[config.mk]
export PLATFORM = sky130hd
export DESIGN_NAME = mem_sequencer_flat
export DESIGN_NICKNAME = d
export VERILOG_FILES = /design/src/rtl/mem_seq_pkg.sv /design/src/rtl/mem_sequencer_if.sv /design/src/rtl/mem_sequencer.sv /design/src/flat_wrapper.sv
export SDC_FILE = /design/constraint.sdc
export NUM_CORES = 1
export LEC_CHECK = 0
export CAP_MARGIN = 20
export CORE_MARGIN = 4
export CORE_UTILIZATION = 35
export CTS_BUF_LIST = sky130_fd_sc_hd__clkbuf_2 sky130_fd_sc_hd__clkbuf_4 sky130_fd_sc_hd__clkbuf_8
export DETAILED_ROUTE_END_ITERATION = 8
export SYNTH_ARGS = -nofsm -noshare
export SYNTH_HDL_FRONTEND = slang
export SYNTH_SLANG_ARGS = --single-unit
[constraint.sdc]
create_clock -name seq_iclk -period 5.1 [get_ports seq_iclk]
set_input_delay 0.51 -clock seq_iclk [delete_from_list [all_inputs] [get_ports seq_iclk]]
set_output_delay 0.51 -clock seq_iclk [all_outputs]
set_load 0.01 [all_outputs]
[src/rtl/mem_seq_pkg.sv]
// Shared constants and state encoding for the scratch-memory command sequencer.
package mem_seq_pkg;

  localparam int unsigned DATA_W = 8;
  localparam int unsigned ADDR_W = 3;
  localparam int unsigned DEPTH  = 5;
  localparam logic [DATA_W-1:0] PROBE_FILL = 8'h00;

  typedef enum logic [3:0] {
    INIT_PROBE,
    INIT_RESTORE,
    INIT_SETTLE,
    IDLE,
    RD_PROBE,
    RD_RESTORE,
    RD_SETTLE,
    WR_PROBE,
    WR_SETTLE,
    RESP
  } seq_state_e;

  function automatic logic addr_in_range(input logic [ADDR_W-1:0] addr);
    return (int'(addr) < int'(DEPTH));
  endfunction

endpackage

[src/rtl/mem_sequencer_if.sv]
// Host-side command/response handshake bundle for mem_sequencer.
interface mem_sequencer_if;
  import mem_seq_pkg::*;

  logic              cmd_valid;
  logic              cmd_ready;
  logic              cmd_we;
  logic [ADDR_W-1:0] cmd_addr;
  logic [DATA_W-1:0] cmd_wdata;
  logic              rsp_valid;
  logic              rsp_ready;
  logic [DATA_W-1:0] rsp_rdata;
  logic              rsp_err;

  modport master (
    output cmd_valid, cmd_we, cmd_addr, cmd_wdata, rsp_ready,
    input  cmd_ready, rsp_valid, rsp_rdata, rsp_err
  );

  modport slave (
    input  cmd_valid, cmd_we, cmd_addr, cmd_wdata, rsp_ready,
    output cmd_ready, rsp_valid, rsp_rdata, rsp_err
  );
endinterface

[src/rtl/mem_sequencer.sv]
// Turns host read/write commands into clobber-free access sequences on a
// read-before-write scratch memory, parking on the last visited entry.
module mem_sequencer
  import mem_seq_pkg::*;
(
  input  logic              seq_iclk,
  input  logic              seq_irst_n,
  mem_sequencer_if.slave    bus,
  output logic [ADDR_W-1:0] mem_addr,
  output logic [DATA_W-1:0] mem_idata,
  input  logic [DATA_W-1:0] mem_odata
);

  seq_state_e        state_q, state_d;
  logic [ADDR_W-1:0] park_q, park_d;
  logic [ADDR_W-1:0] addr_q, addr_d;
  logic [DATA_W-1:0] wdata_q, wdata_d;
  logic [DATA_W-1:0] rdata_q, rdata_d;
  logic              rsp_valid_q, rsp_valid_d;
  logic [DATA_W-1:0] rsp_rdata_q, rsp_rdata_d;
  logic              rsp_err_q, rsp_err_d;
  logic              cmd_ready;
  logic              init_visit;
  logic [ADDR_W-1:0] visit_addr;

  always_ff @(posedge seq_iclk or negedge seq_irst_n) begin
    if (!seq_irst_n) begin
      state_q     <= INIT_PROBE;
      park_q      <= '0;
      addr_q      <= '0;
      wdata_q     <= '0;
      rdata_q     <= '0;
      rsp_valid_q <= 1'b0;
      rsp_rdata_q <= '0;
      rsp_err_q   <= 1'b0;
    end else begin
      state_q     <= state_d;
      park_q      <= park_d;
      addr_q      <= addr_d;
      wdata_q     <= wdata_d;
      rdata_q     <= rdata_d;
      rsp_valid_q <= rsp_valid_d;
      rsp_rdata_q <= rsp_rdata_d;
      rsp_err_q   <= rsp_err_d;
    end
  end

  // INIT and read-miss visits share one probe/restore/settle datapath.
  assign init_visit = (state_q == INIT_PROBE) || (state_q == INIT_RESTORE) ||
                      (state_q == INIT_SETTLE);
  assign visit_addr = init_visit ? '0 : addr_q;

  always_comb begin
    state_d     = state_q;
    park_d      = park_q;
    addr_d      = addr_q;
    wdata_d     = wdata_q;
    rdata_d     = rdata_q;
    rsp_valid_d = rsp_valid_q;
    rsp_rdata_d = rsp_rdata_q;
    rsp_err_d   = rsp_err_q;
    cmd_ready   = 1'b0;
    // Parked: rewrite the entry at park with its own registered content.
    mem_addr    = park_q;
    mem_idata   = mem_odata;

    unique case (state_q)
      INIT_PROBE, RD_PROBE: begin
        mem_addr  = visit_addr;
        mem_idata = PROBE_FILL;
        state_d   = init_visit ? INIT_RESTORE : RD_RESTORE;
      end
      INIT_RESTORE, RD_RESTORE: begin
        mem_addr  = visit_addr;
        mem_idata = mem_odata;
        rdata_d   = mem_odata;
        state_d   = init_visit ? INIT_SETTLE : RD_SETTLE;
      end
      INIT_SETTLE, RD_SETTLE: begin
        mem_addr  = visit_addr;
        mem_idata = rdata_q;
        park_d    = visit_addr;
        if (init_visit) begin
          state_d = IDLE;
        end else begin
          state_d     = RESP;
          rsp_valid_d = 1'b1;
          rsp_rdata_d = rdata_q;
          rsp_err_d   = 1'b0;
        end
      end
      IDLE: begin
        cmd_ready = 1'b1;
        if (bus.cmd_valid) begin
          addr_d  = bus.cmd_addr;
          wdata_d = bus.cmd_wdata;
          if (!addr_in_range(bus.cmd_addr)) begin
            state_d     = RESP;
            rsp_valid_d = 1'b1;
            rsp_rdata_d = '0;
            rsp_err_d   = 1'b1;
          end else if (bus.cmd_we) begin
            state_d = WR_PROBE;
          end else if (bus.cmd_addr == park_q) begin
            state_d     = RESP;
            rsp_valid_d = 1'b1;
            rsp_rdata_d = mem_odata;
            rsp_err_d   = 1'b0;
          end else begin
            state_d = RD_PROBE;
          end
        end
      end
      WR_PROBE: begin
        mem_addr  = addr_q;
        mem_idata = wdata_q;
        state_d   = WR_SETTLE;
      end
      WR_SETTLE: begin
        mem_addr    = addr_q;
        mem_idata   = wdata_q;
        park_d      = addr_q;
        state_d     = RESP;
        rsp_valid_d = 1'b1;
        rsp_rdata_d = '0;
        rsp_err_d   = 1'b0;
      end
      RESP: begin
        if (bus.rsp_ready) begin
          state_d     = IDLE;
          rsp_valid_d = 1'b0;
        end
      end
      default: state_d = INIT_PROBE;
    endcase
  end

  assign bus.cmd_ready = cmd_ready;
  assign bus.rsp_valid = rsp_valid_q;
  assign bus.rsp_rdata = rsp_rdata_q;
  assign bus.rsp_err   = rsp_err_q;

endmodule

[src/flat_wrapper.sv]
// flat-port wrapper written by rule: the top's interface ports become plain ports
module mem_sequencer_flat import mem_seq_pkg::*;
  (seq_iclk, seq_irst_n, mem_addr, mem_idata, mem_odata, bus_cmd_valid, bus_cmd_we, bus_cmd_addr, bus_cmd_wdata, bus_rsp_ready, bus_cmd_ready, bus_rsp_valid, bus_rsp_rdata, bus_rsp_err);
  mem_sequencer_if bus_i ();
  input  logic seq_iclk;
  input  logic seq_irst_n;
  output logic [ADDR_W-1:0] mem_addr;
  output logic [DATA_W-1:0] mem_idata;
  input  logic [DATA_W-1:0] mem_odata;
  input wire logic [$bits(bus_i.cmd_valid)-1:0] bus_cmd_valid;
  input wire logic [$bits(bus_i.cmd_we)-1:0] bus_cmd_we;
  input wire logic [$bits(bus_i.cmd_addr)-1:0] bus_cmd_addr;
  input wire logic [$bits(bus_i.cmd_wdata)-1:0] bus_cmd_wdata;
  input wire logic [$bits(bus_i.rsp_ready)-1:0] bus_rsp_ready;
  output wire logic [$bits(bus_i.cmd_ready)-1:0] bus_cmd_ready;
  output wire logic [$bits(bus_i.rsp_valid)-1:0] bus_rsp_valid;
  output wire logic [$bits(bus_i.rsp_rdata)-1:0] bus_rsp_rdata;
  output wire logic [$bits(bus_i.rsp_err)-1:0] bus_rsp_err;
  assign bus_i.cmd_valid = bus_cmd_valid;
  assign bus_i.cmd_we = bus_cmd_we;
  assign bus_i.cmd_addr = bus_cmd_addr;
  assign bus_i.cmd_wdata = bus_cmd_wdata;
  assign bus_i.rsp_ready = bus_rsp_ready;
  assign bus_cmd_ready = bus_i.cmd_ready;
  assign bus_rsp_valid = bus_i.rsp_valid;
  assign bus_rsp_rdata = bus_i.rsp_rdata;
  assign bus_rsp_err = bus_i.rsp_err;
  mem_sequencer u_core (.seq_iclk(seq_iclk), .seq_irst_n(seq_irst_n), .bus(bus_i), .mem_addr(mem_addr), .mem_idata(mem_idata), .mem_odata(mem_odata));
endmodule
==> metrics <==
outcome=completed; fraction of layout cells with a size suffix above 1=about 22%; hold_sp=u_core.bus.rsp_rdata[5]; Leakage=about 0.0011 uW; WP data required=4.59 ns; non-filler instance count after layout=285; Syn Nets=about 190; I/O Pins=46; Fin Setup TNS=0 ns; clock skew=a little over 0.004 ns; clock-pin transition on the worst setup and hold timing paths=~0.07 ns; Max IR drop VDD=between 0.2 and 0.3 mV; cell area after synthesis=between 0.0015 and 0.002 sq mm; Nets=~240; CP endpoint kind=output pin; Synth area leader=dfrtp_1; clock latency on the worst-skew pair=roughly 0.29 ns; P_int=~1100 uW; slew margin rel.=60.30%; largest net degree at the start of global routing=37; DR vias/cell=between 5 and 6; Placed Instances=~280; Num Clock Sinks=36; Critical Path Max Stage Delay=0.62 ns; max-slew violation count=0; Setup-failing EPs final=0; CORE AREA=0.005507 sq mm; switching component of the power=574.5 uW; drc violations=0; Die Footprint=0.006922 sq mm; WL/cell=between 15 and 20 microns; Final Power=~1600 uW; initial antenna violation count=0; Critical R2R Launch=u_core.state_q[1]; CTS tree=yes; root buffer cell=clkbuf_8; Row Count=27; ANT nets after route=0; CP Launch Type=flip-flop; Post-Syn Instances=about 170; n_diodes=0; most area-consuming cells after synthesis=dfrtp_1 46%, mux2_2 11%, mux2_4 6.8%; Synth warnings=0; drt pass-1 iters=4; Detail Placement HPWL=about 3.3 mm; CP Class=flip-flop to output pin; Post-CTS Setup Bufs=0; Cell Chain, Critical Path=or4b_4 > o21ai_2 > nor2_2 > a221o_1 > clkdlybuf4s50_1; Placer Congestion=~0.83; gr ovfl total=0; via count=1,531; Area Overhead vs Synth=31.23%; initial DRC count=about 120; Switching Share=between 30% and 40%; area share of the largest cell type after synthesis=between 40 and 50%; post-layout util=a little under half; Clock power frac=about 17%; PostCTS Resize Cnt=0; Tightest Pin Transition=0.5956 ns; Hold Vio Cnt, Final=0; PortBufs=45; sequential fraction of the synthesis area=45.51%; Die X=approximately 83 microns; clock period minus final worst setup slack=around 3.2 ns; GRT Overall Usage=a little over an eighth; Die Ht=approximately 83 microns; Sequential Power Share=between 30 and 40%; CP max FO=22; Final period util=a little over three fifths; Avg Synthesized Cell Area=around 12 sq um; Starting Density=around 36%; unrepaired setup endpoints after global routing=no; H-tree Lvls=2; clk buf depth=2; Netlist cell types=between 40 and 50; crit path launch=u_core.state_q[1]; max frequency=about 310 MHz; TritonCTS buffer count=5; first-pass GRT wire length=slightly above 7 mm; Hold WC Path Type=flip-flop to flip-flop; Arrival @ worst endpoint=between 2 and 3 ns; final WL=~4.6 mm; FF+latch count, synth=36; vias in the first global route=1,417; max_cap viols=0; Power Density=between 600 and 700 mW/mm^2; slowest CP cell=or4b_4; hold_buf cts=0; combinational share of power=between 40% and 50%
==> worst paths after layout <==
path	slack, ns	to	depth (start not counted)
worst min register to register	0.51	u_core.bus.rsp_rdata[5]	1
min in group asynchronous	0.63	u_core.bus.rsp_rdata[0]	2
worst max-delay path	1.88	mem_idata[7]	5
worst max register to register	2.45	u_core.bus.rsp_rdata[1]	6
max in group asynchronous	4.13	u_core.bus.rsp_valid	2
worst min-delay path	0.51	u_core.bus.rsp_rdata[5]	1
==> power groups by stage <==
stage                     sequential, uW  clock, uW  combinational (uW)
after floorplan                      511          0                 576
after global placement               556          0                 822
after detailed placement             562          0                 823
after CTS                            555        281                 828
after global routing                 574        289                 893
final                                555        272                 821
==> critical path, delay by kind of cell, from the launching register on <==
kind,cells,cell delay [ns]
simple gates,2,0.79
compound gates,2,0.55
flops,1,0.59
buf+inv,1,0.49
==> through the flow <==
stage                     instance area [sq um]  worst slack [ns]  hold WS, ns
after CTS                                  2597             1.868       0.5177
after global placement                     2471             2.230       0.4948
after detailed placement                   2471             2.182       0.5013
after global routing                       2597             1.734       0.5271
final                                      2597             1.885       0.5102
after floorplan                            1979             3.064       0.2144
==> layout by cell type, fill, tap and decap left out, types with 2 or more instances in the layout <==
cell type	count
o22a_1	2
nor2_1	3
or3b_1	2
clkdlybuf4s50_1	45
and2_1	2
o21ai_0	7
dfrtp_1	36
nor2b_2	2
nor3_1	2
mux2_2	19
clkbuf_8	7
nand3b_1	3
mux2_4	9
nor2_2	2
nand2b_1	4
nand2_1	8
a221o_1	8
and3_1	8
xor2_1	3
a21oi_1	3
a22o_1	14
inv_1	3
==> per-layer routing <==
metal / routed length [microns] / share of wire (%) / vias to the layer above / global-route usage [%]
met1: 2267 / 50 / 753 / 18.95
met3: 234 / 5.1 / 8 / 3.075
met2: 1985 / 44 / 47 / 19.02
met4: 66 / 1.4 / 0 / 4.458
met5: 0 / 0 / - / 0
li1: - / - / 723 / -
==> kinds of logic (layout without fill, tap and decap cells) <==
kind of cell	count (synthesis)	count (layout)	synth area share, %
XOR/XNOR	3	3	1.328
buffers and inverters	13	58	3.729
AO/OA/AOI/OAI	45	45	17.95
AND/OR/NAND/NOR	42	42	13.34
multiplexers	29	29	18.14
flip-flops	36	36	45.51
==> flip-flops by register name, indices dropped and copies added (netlist names) <==
| name | flops |
|---|---|
| u_core.addr_q | 3 |
| u_core.wdata_q | 8 |
| u_core.state_q | 4 |
| u_core.bus.rsp_rdata | 8 |
| u_core.rdata_q | 8 |
| u_core.bus.rsp_valid | 1 |
| u_core.park_q | 3 |
| u_core.bus.rsp_err | 1 |
==> area by class of cell <==
type	instances	area, sq um
clock buffers	7	96.34
clock inverters	1	30.03
fillers	518	2909
inverters	4	17.52
multi-input cells	119	1005
flip-flops and latches	36	900.9
well taps	72	90.09
repair buffers	46	457.9
==> Yosys cell counts, drive strengths merged <==
library cell,n
buf,6
xor2,3
a21oi,4
o22a,2
a21o,1
nor4,1
inv,4
a22o,14
or4b,2
a21boi,1
nand2b,4
or3b,2
and3,8
a22oi,1
nor2b,3
a221o,8
o22ai,1
nor3,2
mux2i,1
and2,2
nor3b,1
o221ai,1
nand3b,3
nor2,5
dfrtp,36
mux2,28
o2bb2ai,1
o211ai,1
nand2,9
clkbuf,3
o41ai,1
o21ai,9
No activity file was read; power rests on OpenSTA's default activity.
